===== src/rtl/leitor_matriz_pkg.sv =====
// Shared definitions for the 5x7 scanned-matrix reader.
//   estado_t   : reader FSM encoding (SYNC, CAPTURE, PUBLISH)
//   N_COLS     : number of column selects (5)
//   N_ROWS     : number of row lines (7)
//   IDX_W      : width of a column index
//   coluna_t   : one column of lit bits
//   col_index  : one-hot column select to its index
package leitor_matriz_pkg;

  localparam int N_COLS = 5;
  localparam int N_ROWS = 7;
  localparam int IDX_W  = 3;

  typedef enum logic [1:0] {
    ST_SYNC    = 2'd0,
    ST_CAPTURE = 2'd1,
    ST_PUBLISH = 2'd2
  } estado_t;

  typedef logic [N_ROWS-1:0] coluna_t;

  // Only meaningful for a one-hot input; for anything else it returns the
  // index of the highest set bit, which the callers never rely on.
  function automatic logic [IDX_W-1:0] col_index(input logic [N_COLS-1:0] c);
    logic [IDX_W-1:0] idx;
    idx = '0;
    for (int i = 0; i < N_COLS; i++) begin
      if (c[i]) idx = IDX_W'(i);
    end
    return idx;
  endfunction

endpackage


===== src/rtl/leitor_matriz_detector_coluna.sv =====
// Column-select decoder for the matrix reader.
//   c       : column selects c4..c0, active-high
//   blank   : no column selected
//   legal   : exactly one column selected
//   illegal : two or more columns selected
//   index   : index of the selected column (valid when legal)
module detector_coluna
  import leitor_matriz_pkg::*;
(
  input  logic [N_COLS-1:0] c,
  output logic              blank,
  output logic              legal,
  output logic              illegal,
  output logic [IDX_W-1:0]  index
);

  always_comb begin
    blank   = (c == '0);
    // Clearing the lowest set bit leaves zero only for a power of two.
    legal   = !blank && ((c & (c - N_COLS'(1))) == '0);
    illegal = !blank && !legal;
    index   = col_index(c);
  end

endmodule


===== src/rtl/leitor_matriz.sv =====
// Reader for a multiplexed 5x7 LED matrix: follows the column scan, rebuilds
// a full frame in a shadow buffer, and publishes it with a valid/ready
// handshake. Also flags scan errors and detects a switched-off matrix.
//   clock_in     : system clock
//   reset_n      : asynchronous active-low reset
//   sample_en    : strobe, c and l are valid this cycle
//   c            : column selects, active-high
//   l            : row lines (polarity set by ROW_ACTIVE_LOW)
//   frame0..4    : published column data, 1 = lit
//   frame_valid  : a published frame is waiting
//   frame_ready  : consumer accepts the frame
//   overrun      : sticky, an unaccepted frame was replaced
//   scan_error   : one-cycle pulse on an illegal column sequence/pattern
//   matriz_off   : IDLE_LIMIT consecutive blank samples seen
//
// state      | meaning
// -----------+------------------------------------------------------------
// ST_SYNC    | waiting for a column-0 sample to start a frame
// ST_CAPTURE | filling shadow, k is the column currently being scanned
// ST_PUBLISH | one cycle, shadow is copied to the frame outputs
module leitor_matriz
  import leitor_matriz_pkg::*;
#(
  parameter int IDLE_LIMIT     = 16,
  parameter bit ROW_ACTIVE_LOW = 1'b1
) (
  input  logic              clock_in,
  input  logic              reset_n,
  input  logic              sample_en,
  input  logic [N_COLS-1:0] c,
  input  logic [N_ROWS-1:0] l,
  output logic [N_ROWS-1:0] frame0,
  output logic [N_ROWS-1:0] frame1,
  output logic [N_ROWS-1:0] frame2,
  output logic [N_ROWS-1:0] frame3,
  output logic [N_ROWS-1:0] frame4,
  output logic              frame_valid,
  input  logic              frame_ready,
  output logic              overrun,
  output logic              scan_error,
  output logic              matriz_off
);

  localparam logic [7:0]       LIMIT    = 8'(IDLE_LIMIT);
  localparam logic [IDX_W-1:0] LAST_COL = IDX_W'(N_COLS - 1);

  estado_t          state_q, state_d;
  logic [IDX_W-1:0] k_q, k_d;
  coluna_t          shadow_q [N_COLS];
  coluna_t          shadow_d [N_COLS];
  coluna_t          frames_q [N_COLS];
  coluna_t          pend_q, pend_d;
  logic             restart_q, restart_d;
  logic             err_d;

  logic             frame_valid_q;
  logic             overrun_q;
  logic             scan_error_q;
  logic             matriz_off_q;
  logic [7:0]       blank_cnt_q;
  logic [7:0]       blank_cnt_inc;
  logic             off_hit;

  logic             blank, legal, illegal;
  logic [IDX_W-1:0] idx;
  coluna_t          rows;

  detector_coluna u_detector (
    .c       (c),
    .blank   (blank),
    .legal   (legal),
    .illegal (illegal),
    .index   (idx)
  );

  assign rows = ROW_ACTIVE_LOW ? ~l : l;

  // Saturate at the limit so a long blank stretch never wraps back below it.
  assign blank_cnt_inc = (blank_cnt_q == LIMIT) ? blank_cnt_q : blank_cnt_q + 8'd1;
  assign off_hit       = sample_en && blank && (blank_cnt_inc == LIMIT);

  always_comb begin
    state_d   = state_q;
    k_d       = k_q;
    shadow_d  = shadow_q;
    pend_d    = pend_q;
    restart_d = restart_q;
    err_d     = 1'b0;

    unique case (state_q)
      ST_SYNC: begin
        if (sample_en) begin
          if (illegal) begin
            err_d = 1'b1;
          end else if (legal && (idx == '0)) begin
            state_d     = ST_CAPTURE;
            k_d         = '0;
            shadow_d[0] = rows;
          end
        end
      end

      ST_CAPTURE: begin
        if (sample_en) begin
          if (off_hit) begin
            // Matrix switched off: drop the partial frame.
            state_d = ST_SYNC;
            k_d     = '0;
            for (int i = 0; i < N_COLS; i++) shadow_d[i] = '0;
          end else if (blank) begin
            if (k_q == LAST_COL) begin
              state_d   = ST_PUBLISH;
              restart_d = 1'b0;
            end
          end else if (illegal) begin
            err_d   = 1'b1;
            state_d = ST_SYNC;
            k_d     = '0;
            for (int i = 0; i < N_COLS; i++) shadow_d[i] = '0;
          end else if (idx == k_q) begin
            shadow_d[k_q] = rows;
          end else if ((k_q != LAST_COL) && (idx == k_q + IDX_W'(1))) begin
            shadow_d[idx] = rows;
            k_d           = idx;
          end else if ((k_q == LAST_COL) && (idx == '0)) begin
            // Back-to-back frame: shadow[0] still belongs to the frame being
            // published, so the new column-0 data waits in pend until then.
            state_d   = ST_PUBLISH;
            restart_d = 1'b1;
            pend_d    = rows;
          end else begin
            err_d   = 1'b1;
            state_d = ST_SYNC;
            k_d     = '0;
            for (int i = 0; i < N_COLS; i++) shadow_d[i] = '0;
          end
        end
      end

      ST_PUBLISH: begin
        // Lasts exactly one cycle; any sample landing here only feeds the
        // blank counter, the FSM does not interpret it.
        for (int i = 0; i < N_COLS; i++) shadow_d[i] = '0;
        k_d       = '0;
        restart_d = 1'b0;
        if (restart_q && !off_hit) begin
          state_d     = ST_CAPTURE;
          shadow_d[0] = pend_q;
        end else begin
          state_d = ST_SYNC;
        end
      end

      default: begin
        state_d = ST_SYNC;
        k_d     = '0;
        for (int i = 0; i < N_COLS; i++) shadow_d[i] = '0;
      end
    endcase
  end

  always_ff @(posedge clock_in or negedge reset_n) begin
    if (!reset_n) begin
      state_q       <= ST_SYNC;
      k_q           <= '0;
      pend_q        <= '0;
      restart_q     <= 1'b0;
      for (int i = 0; i < N_COLS; i++) begin
        shadow_q[i] <= '0;
        frames_q[i] <= '0;
      end
      frame_valid_q <= 1'b0;
      overrun_q     <= 1'b0;
      scan_error_q  <= 1'b0;
      matriz_off_q  <= 1'b0;
      blank_cnt_q   <= '0;
    end else begin
      state_q      <= state_d;
      k_q          <= k_d;
      pend_q       <= pend_d;
      restart_q    <= restart_d;
      for (int i = 0; i < N_COLS; i++) shadow_q[i] <= shadow_d[i];
      scan_error_q <= err_d;

      // A publish always wins over an accept in the same cycle; overrun only
      // when the pending frame was not being taken at that moment.
      if (state_q == ST_PUBLISH) begin
        for (int i = 0; i < N_COLS; i++) frames_q[i] <= shadow_q[i];
        frame_valid_q <= 1'b1;
        if (frame_valid_q && !frame_ready) overrun_q <= 1'b1;
      end else if (frame_valid_q && frame_ready) begin
        frame_valid_q <= 1'b0;
      end

      if (sample_en) begin
        blank_cnt_q <= blank ? blank_cnt_inc : 8'd0;
        if (off_hit)     matriz_off_q <= 1'b1;
        else if (!blank) matriz_off_q <= 1'b0;
      end
    end
  end

  assign frame0      = frames_q[0];
  assign frame1      = frames_q[1];
  assign frame2      = frames_q[2];
  assign frame3      = frames_q[3];
  assign frame4      = frames_q[4];
  assign frame_valid = frame_valid_q;
  assign overrun     = overrun_q;
  assign scan_error  = scan_error_q;
  assign matriz_off  = matriz_off_q;

endmodule


===== config.mk =====
export PLATFORM = sky130hd
export DESIGN_NAME = leitor_matriz
export DESIGN_NICKNAME = d
export VERILOG_FILES = /design/src/rtl/leitor_matriz_pkg.sv /design/src/rtl/leitor_matriz_detector_coluna.sv /design/src/rtl/leitor_matriz.sv
export SDC_FILE = /design/constraint.sdc
export NUM_CORES = 1
export LEC_CHECK = 0
export BUFFER_PORTS_ARGS = -buffer_cell sky130_fd_sc_hd__buf_2
export CELL_PAD_IN_SITES_DETAIL_PLACEMENT = 0
export CELL_PAD_IN_SITES_GLOBAL_PLACEMENT = 1
export CORE_AREA = 4 4 101 122
export DETAILED_ROUTE_END_ITERATION = 8
export DIE_AREA = 0 0 105 126
export PLACE_DENSITY = 0.79
export SLEW_MARGIN = 10
export SYNTH_ARGS = -nofsm -noshare
export SYNTH_HDL_FRONTEND = slang
export SYNTH_SLANG_ARGS = --single-unit

===== constraint.sdc =====
create_clock -name clock_in -period 2.7 [get_ports clock_in]
set_input_delay 0.54 -clock clock_in [delete_from_list [all_inputs] [get_ports clock_in]]
set_output_delay 0.54 -clock clock_in [all_outputs]
set_load 0.02 [all_outputs]

Word-level counts from Yosys, hierarchy flattened --
Cells that the tools add are included.
Operators by class: add/sub/neg operators 3, $lt $le $gt $ge 4, equality and inequality tests 26, muxes and demuxes 72, bitwise operators 10, reduce and logical (&&, ||, !) cells 30
Operator list (number):
- 35-bit two-way mux | 7
- 35-bit bitwise mux | 2
- 28-bit one-hot mux with 2 select lines | 1
- 7-bit demux with 3-bit select | 2
- 7-bit two-way mux | 6
- 3-bit two-way mux | 11
- 2-bit two-way mux | 13
- 1-bit two-way mux | 23
- 3-bit inequality test (second input constant) | 7
- 7-bit one-hot mux with 3 select lines | 1
- 8-bit by 5-bit == test with 1-bit output (second input constant) | 2
- 8-bit two-way mux | 2
- 8-bit AND reduction | 2
- 5-bit inequality test (second input constant) | 3
- 7-bit AND reduction | 2
- 1-bit logical AND | 12
- 2-bit inequality test (second input constant) | 6
- 5-bit logical NOT | 2
- 8-bit by 1-bit adder with 8-bit output (second input constant) | 1
- 4-bit greater-or-equal comparator (second input constant) | 2
- 4-bit by 1-bit less-than comparator with 1-bit output (second input constant) | 2
- 4-bit inequality test (second input constant) | 2
- 3-bit inverter with 4-bit output | 2
- 7-bit inverter | 1
- other kinds (19) | 31
Word-level totals: bits in registers 95, input bits 16, output and inout port bits 39, logic and storage cells 164

Longest topological paths before layout --
Gate-level depths: netlist of the first run.
word-level depth 17, mapped depth 11, mapped depth without buffers 9

Cells and area by module --
A second synthesis of the first run with hierarchy kept.
Second synthesis, totals: cells, all modules 411, area, all modules 4596.9 um^2
By module, submodules not included:
- leitor_matriz | instances 1, cells an instance 393, area an instance 4486.8 um^2, seq. area each 2377.3 um^2
- detector_coluna | instances 1, cells an instance 18, area an instance 110.1 um^2, seq. area each 0.0 um^2

Worst setup path after synthesis of the first run --
No wires, ideal clock.
kind flip-flop to flip-flop, start register blank_cnt_q[1], end register shadow_q[34] in the netlist's numbering, library setup time 0.121 ns, arrival 2.756 ns, data required time 2.579 ns, path slack -0.177 ns, stages on the path, launching flop included 10, buffers on the path 1, period minus slack after synthesis 2.877 ns, path through dfrtp_1 > ha_1 > nand3_2 > or4_1 > a311o_1 > a2111o_1 > and3_1 > buf_2 > a21bo_2 > a22o_1
Between the ends: cells in the longest elaborated chain, start to end 8, elaborated cells on any way between the ends 14, those cells by class add/sub: 1; eq/ne: 4; mux: 5; reduce/logical: 4
Ends and longest elaborated chain:
- start: declaration | RTL line leitor_matriz.sv:60 | logic [7:0] blank_cnt_q;
- start signal: assignment | RTL line leitor_matriz.sv:196 | blank_cnt_q <= blank ? blank_cnt_inc : 8'd0;
- 8-bit by 1-bit adder with 8-bit output or 8-bit by 5-bit == test with 1-bit output (tied branches) | RTL line leitor_matriz.sv:79 | assign blank_cnt_inc = (blank_cnt_q == LIMIT) ? blank_cnt_q : blank_cnt_q + 8'd1;
- 8-bit two-way mux (*) | RTL line leitor_matriz.sv:79
- 8-bit by 5-bit == test with 1-bit output (*) | RTL line leitor_matriz.sv:80 | assign off_hit = sample_en && blank && (blank_cnt_inc == LIMIT);
- 1-bit logical AND (*) | RTL line leitor_matriz.sv:80
- 1-bit logical NOT | RTL line leitor_matriz.sv:146 | if (restart_q && !off_hit) begin
- 1-bit logical AND | RTL line leitor_matriz.sv:146
- 7-bit two-way mux | RTL line leitor_matriz.sv:146
- 7-bit one-hot mux with 3 select lines | RTL line leitor_matriz.sv:90 | unique case (state_q)
- end signal: indexed assignment | RTL line leitor_matriz.sv:169 | shadow_q[i] <= '0;
- end: declaration | RTL line leitor_matriz.sv:49 | coluna_t shadow_q [N_COLS];
Mark *: on every way between the ends. The rest lies on a longest branch, timed or not. The select of a mux whose other input is x is not followed. A chain may end at the register's enable or synchronous reset.

Worst setup path in the final report of the first run --
start register blank_cnt_q[0], end register shadow_q[29] in the netlist's numbering
The elaborated chain is that of the path after synthesis.

==> impl_metrics.env, run 1 <==
export IMPL_status="finished, violations left"
export IMPL_violations="setup timing"
export IMPL_syn_to_final_growth_pct=31.5
export IMPL_finalCriticalPeriod_ns=2.74
export IMPL_hp_class="in -> async"
export IMPL_pwr_share_clk=0.390
export IMPL_worst_pin_slew_ns=0.670
export IMPL_overflow=0
export IMPL_insertion_delay_ns=0.34
export IMPL_p_leak_uw=0.00282
export IMPL_die_x_um=105
export IMPL_cp_arrival_ns=2.97
export IMPL_ant_nets=0
export IMPL_critPathCaptureType="flip-flop"
export IMPL_clk_pin_slew_worst_paths_ns=0.06
export IMPL_hpwlAfterDp_mm=7.85
export IMPL_max_cap_violations=0
export IMPL_power_switching_uw=861
export IMPL_ir_drop_uv=412
export IMPL_dieArea_mm2=0.0132
export IMPL_worstRegToRegCells=9
export IMPL_seqPwrFrac=0.459
export IMPL_grt_start_max_net_pins=46
export IMPL_async_reset_ff_frac=1.00
export IMPL_rsz0062_at_grt="yes"
export IMPL_dr_pass1_iters=4
export IMPL_netlist_area_mm2=0.00438
export IMPL_ys_ff_latch=95
export IMPL_finalHoldViolations=0
export IMPL_cts_htree_levels=3
export IMPL_p_sw_frac=0.256
export IMPL_synth_simple_gate_area_frac=0.191
export IMPL_regArea_mm2=0.00238
export IMPL_synth_edff_count=0
export IMPL_fin_cells=676
export IMPL_yosys_most_used_dff="dfrtp_1"
export IMPL_fmax_mhz=365
export IMPL_syn_inst=438
export IMPL_worst_slack_ns=-0.0403
export IMPL_synth_distinct_cells=59
export IMPL_cts_made_buffers=9
export IMPL_synth_compound_area_frac=0.189
export IMPL_multi_input_area_mm2=0.00209
export IMPL_grt_pass1_wl_mm=18.6
export IMPL_yosysWarnings=0
export IMPL_synth_top_family_by_area="simple AND/OR/NAND/NOR gates"
export IMPL_setup_viol=31
export IMPL_drt_wl_total_mm=11.1
export IMPL_initial_core_util=0.397
export IMPL_design_core_area_mm2=0.0110
export IMPL_n_fill_cell=978
export IMPL_slew_headroom=0.553
export IMPL_num_rows=42
export IMPL_drive_above_1_share=0.305
export IMPL_final_util=0.522
export IMPL_cts_buffer_depth=2
export IMPL_wl_met2_mm=5.39
export IMPL_synth_xor_area_frac=0.0100
export IMPL_path_max_fanout=7
export IMPL_pwr_share_comb=0.151
export IMPL_critical_path_class="reg -> reg"
export IMPL_wl_met1_mm=5.12
export IMPL_place_congestion=0.847
export IMPL_port_buffers=54
export IMPL_grt_pass1_vias=3705
export IMPL_synthAdderAreaFrac=0.0137
export IMPL_period_share=1.01
export IMPL_critical_path_required_ns=2.93
export IMPL_cts_tree="built"
export IMPL_vias_per_cell=5.36
export IMPL_syn_num_nets=458
export IMPL_power_density_mw_per_mm2=585
export IMPL_post_drt_wl_per_cell_um=16.4
export IMPL_diodes=0
export IMPL_drtIter0Drc=116
export IMPL_r2r_start="blank_cnt_q[0]"
export IMPL_ctsHoldBuffers=0
export IMPL_ys_seq_area_frac=0.543
export IMPL_startpoint="blank_cnt_q[0]"
export IMPL_vias=3624
export IMPL_avgSynthCellArea_um2=10.0
export IMPL_drc_errors=0
export IMPL_cts_sinks=95
export IMPL_antenna_found_initial=0
export IMPL_pre_cts_ws_ns=-0.196
export IMPL_io_pins=55
export IMPL_synthMuxAreaShare=0.0183
export IMPL_track_usage=0.172
export IMPL_top_layer_used="met4"
export IMPL_cts_root_buf="clkbuf_16"
export IMPL_internal_power_uw=2510
export IMPL_dp_cells=655
export IMPL_drv_slew=0
export IMPL_nets=560
export IMPL_clock_skew_ns=0.00457
export IMPL_start_kind="flip-flop"
export IMPL_wl_met3_um=420
export IMPL_die_h_um=126
## metal layers
layer,global-route usage,vias up
li1,-,1760
met1,0.232,1779
met2,0.285,72
met3,0.0348,13
met4,0.0471,0
met5,0,-
## stage by stage
stage	cell area [um2]	hold slack, ns	setup TNS [ns]	total power (uW)
floorplan	4430	0.244	-0.124	1820
detailed placement	5190	0.457	-5.78	2000
global placement	5190	0.455	-3.54	2000
CTS	5630	0.112	0	3370
global route	5760	0.131	-3.51	3510
finish	5760	0.109	-0.399	3370
## sequential cells by signal (all words and copies together), names as in the netlist
register and flops:
shadow_q 35, blank_cnt_q 8, frame0 7, frame1 7
frame2 7, frame3 7, frame4 7, pend_q 7
k_q 3, state_q 2, frame_valid 1, matriz_off 1
overrun 1, restart_q 1, scan_error 1
## cells in the mapped netlist (5+ instances only)
| library cell | count | area share |
|---|---|---|
| nand2_1 | 125 | 0.11 |
| dfrtp_1 | 95 | 0.54 |
| o2bb2ai_1 | 35 | 0.070 |
| inv_1 | 17 | 0.015 |
| clkbuf_1 | 15 | 0.013 |
| nand3_1 | 10 | 0.011 |
| nor3_1 | 10 | 0.011 |
| nor2_1 | 9 | 0.0077 |
| a21oi_1 | 8 | 0.0091 |
| a22o_1 | 8 | 0.016 |
| mux2i_1 | 8 | 0.018 |
| nand2b_1 | 7 | 0.010 |
| o21ai_0 | 7 | 0.0080 |
| nor4_1 | 5 | 0.0071 |
| o21ai_1 | 5 | 0.0057 |
| o22ai_1 | 5 | 0.0071 |
## final timing paths
| kind | slack, ns | end |
|---|---|---|
| min in group clock_in | 0.47 | frame0[4] |
| setup reg to reg | -0.04 | shadow_q[29] |
| setup / recovery | -0.04 | shadow_q[29] |
| max in group asynchronous | 1.95 | shadow_q[27] |
| hold / removal | 0.11 | k_q[0] |
| hold reg to reg | 0.47 | frame0[4] |
## cell families (layout without fill, tap and decap cells)
| group | after synthesis | after routing |
|---|---|---|
| AOI/OAI and AO/OA | 101 | 101 |
| muxes | 8 | 8 |
| adders and majority gates | 5 | 5 |
| xor gates and xnor gates | 5 | 5 |
| buffers and inverters | 37 | 143 |
| DFF | 95 | 95 |
| and+or+nand+nor | 187 | 187 |
## placed cells by master, fill, tap and decap left out, types with 3 or more instances in the layout
cell type	synthesis	final
a211oi_1	3	3
ha_1	4	3
inv_1	17	17
clkbuf_8	0	3
buf_4	1	50
o21ai_1	5	3
dfrtp_1	95	93
nand4_1	3	3
buf_12	0	4
a22o_1	8	8
o2bb2ai_1	35	17
clkbuf_16	0	9
xnor2_1	3	3
nand3_1	10	8
nor2_1	9	8
o211a_1	3	3
nor4_1	5	3
mux2i_1	8	8
o2bb2ai_2	0	18
a21oi_1	8	8
o22ai_4	0	3
nand2_1	125	124
nand2b_1	7	7
o21ai_0	7	7
nor3_1	10	10
buf_2	2	54
## power groups by stage
stage / sequential [uW] / clock, uW / combinational [uW]
6_report: 1550 / 1310 / 508
5_1_grt: 1560 / 1400 / 556
4_1_cts: 1540 / 1350 / 480
3_5_place_dp: 1570 / 0 / 432
3_3_place_gp: 1570 / 0 / 426
2_1_floorplan: 1560 / 0 / 261
## worst max-delay path: stages, from the launching register on
cell	delay [ns]
dfrtp_2	0.41
ha_4	0.16
nand3_4	0.08
or4_1	0.52
a311o_1	0.28
a2111o_1	0.39
buf_6	0.17
a31oi_4	0.24
o21ai_4	0.14
a22o_1	0.24
## what timing repair did
action / in CTS / in global routing
setup endpoints to repair: 40 / 46
buffers inserted: 4 / 1
gates resized for setup: 16 / 21
pin swaps: 3 / 18
cloned: 1 / 0
## cell type report
type	count	share of cell area
Inverter	18	0.0117
Clock inverter	2	0.00674
Sequential cell	95	0.413
Tap cell	132	0.0287
Multi-Input combinational cell	306	0.363
Clock buffer	13	0.0469
Timing Repair Buffer	110	0.130
Note: power is estimated with default switching activity, not from simulation.
==> inputs of run 2 (changes only) <==
--- a/config.mk
+++ b/config.mk
@@ -8,10 +8,10 @@
 export BUFFER_PORTS_ARGS = -buffer_cell sky130_fd_sc_hd__buf_2
 export CELL_PAD_IN_SITES_DETAIL_PLACEMENT = 0
 export CELL_PAD_IN_SITES_GLOBAL_PLACEMENT = 1
-export CORE_AREA = 4 4 101 122
+export CORE_AREA = 4 4 110 112
 export DETAILED_ROUTE_END_ITERATION = 8
-export DIE_AREA = 0 0 105 126
-export PLACE_DENSITY = 0.79
+export DIE_AREA = 0 0 114 116
+export PLACE_DENSITY = 0.75
 export SLEW_MARGIN = 10
 export SYNTH_ARGS = -nofsm -noshare
 export SYNTH_HDL_FRONTEND = slang
==> impl_metrics.env, run 2 (synthesized netlist as in run 1, its figures left out) <==
export IMPL_status="finished, violations left"
export IMPL_violations="setup timing"
export IMPL_drive_above_1_share=0.312
export IMPL_cts_htree_levels=3
export IMPL_fin_cells=688
export IMPL_drt_wl_total_mm=11.3
export IMPL_place_congestion=0.820
export IMPL_largestRegisters="shadow_q (35), blank_cnt_q (8)"
export IMPL_insertion_delay_ns=0.34
export IMPL_overflow=0
export IMPL_setup_viol=47
export IMPL_drc_errors=0
export IMPL_dr_pass1_iters=4
export IMPL_rsz0062_at_grt="yes"
export IMPL_die_h_um=116
export IMPL_fmax_mhz=346
export IMPL_hpwlAfterDp_mm=7.76
export IMPL_period_share=1.07
export IMPL_multi_input_area_mm2=0.00211
export IMPL_critical_path_required_ns=2.93
export IMPL_path_buf_inv=2
export IMPL_fin_tns_setup_ns=-6.78
export IMPL_nets=560
export IMPL_wl_met3_um=421
export IMPL_initial_core_util=0.390
export IMPL_largest_register_ff_count=35
export IMPL_critPathMaxStageDelay_ns=0.48
export IMPL_die_x_um=114
export IMPL_timing_hold_ws_ns=0.161
export IMPL_grt_pass1_vias=3627
export IMPL_cp_arrival_ns=3.13
export IMPL_p_leak_uw=0.00282
export IMPL_worst_pin_slew_ns=0.671
export IMPL_grt_pass1_wl_mm=18.4
export IMPL_cts_made_buffers=9
export IMPL_wl_met2_mm=5.32
export IMPL_grt_start_max_net_pins=42
export IMPL_path_max_fanout=7
export IMPL_clk_pin_slew_worst_paths_ns=0.07
export IMPL_num_rows=39
export IMPL_diodes=0
export IMPL_hp_class="in -> async"
export IMPL_finalCriticalPeriod_ns=2.89
export IMPL_place_area_mm2=0.00519
export IMPL_worst_slack_ns=-0.194
export IMPL_final_common_cell="nand2_1"
export IMPL_n_fill_cell=1009
export IMPL_ant_nets=0
export IMPL_slew_headroom=0.549
export IMPL_syn_to_final_growth_pct=32.2
export IMPL_antenna_found_initial=0
export IMPL_clock_skew_ns=0.00631
export IMPL_crit_family="compound AO/OA/AOI/OAI gates"
export IMPL_io_pins=55
export IMPL_design_area_mm2=0.00579
export IMPL_regMostFlops="shadow_q"
export IMPL_dp_cells=665
export IMPL_design_core_area_mm2=0.0112
export IMPL_crit_path_cell_trace="and4_1, or4_4, a311o_1, a2111o_1, buf_6, a32oi_4, buf_12, o2bb2ai_2, a22o_1"
export IMPL_wl_met1_mm=5.26
export IMPL_max_cap_violations=0
export IMPL_track_usage=0.175
export IMPL_port_buffers=54
export IMPL_critical_path_slowest_cell="or4_4"
export IMPL_vias_per_cell=5.32
export IMPL_ir_drop_uv=297
export IMPL_regArea_mm2=0.00238
export IMPL_dieArea_mm2=0.0132
export IMPL_cts_buffer_depth=2
export IMPL_critPathCaptureType="flip-flop"
export IMPL_cts_root_buf="clkbuf_16"
export IMPL_vias=3662
export IMPL_drtIter0Drc=194
export IMPL_layout_common_cells="nand2_1, dfrtp_1, buf_2"
export IMPL_finalHoldViolations=0
export IMPL_critical_path_class="reg -> reg"
export IMPL_post_drt_wl_per_cell_um=16.4
export IMPL_start_kind="flip-flop"
export IMPL_cts_sinks=95
export IMPL_power_density_mw_per_mm2=581
export IMPL_drv_slew=0
export IMPL_top_layer_used="met4"
export IMPL_cts_tree="built"
run 2: changes by cell type in the layout (fill, tap and decap cells not counted), sizes merged:
| cell | change |
|---|---|
| clkbuf | -3 |
| bufinv | -1 |
| inv | +5 |
run 2: per-stage QoR:
step | total power [uW] | setup slack [ns] | util
after floorplan | 1820 | -0.0369 | -
after global placement | 2000 | -0.129 | 0.463
after detailed placement | 2010 | -0.202 | 0.463
after CTS | 3290 | -0.111 | 0.494
after global routing | 3490 | -0.273 | 0.516
final | 3360 | -0.194 | 0.516
run 2: repair_timing:
action | 4_1_cts | 5_1_grt
resized for setup | 9 | 33
setup endpoints to repair | 47 | 47
pin swaps | 2 | 22
buffers inserted | 1 | 8
hold buffers | 0 | 0
run 2: worst paths after layout:
path | start | end | slack, ns | depth (start not counted)
worst max-delay path | blank_cnt_q[2] | shadow_q[33] | -0.19 | 9
worst min-delay path | reset_n | blank_cnt_q[7] | 0.16 | 1
worst max register to register | blank_cnt_q[2] | shadow_q[33] | -0.19 | 9
worst min register to register | frame0[0] | frame0[0] | 0.47 | 2
max in group asynchronous | reset_n | blank_cnt_q[3] | 1.86 | 2
min in group clock_in | frame0[0] | frame0[0] | 0.47 | 2
run 2: power by group:
group,switching (uW),internal (uW),total (uW)
clock,594,675,1270
sequential,57.9,1490,1550
combinational,297,248,545
total,949,2410,3360
run 2: area by class of cell:
type,count,share of cell area
tap,143,0.0309
clock buffer,10,0.0413
sequential,95,0.411
timing repair buffer,110,0.130
inverter,18,0.0117
clock inverter,6,0.00994
multi-input combinational,306,0.365
run 2: layer usage:
metal	vias up	GRT usage
met5	-	0
met1	1791	0.245
li1	1768	-
met3	20	0.0230
met4	0	0.0800
met2	83	0.270
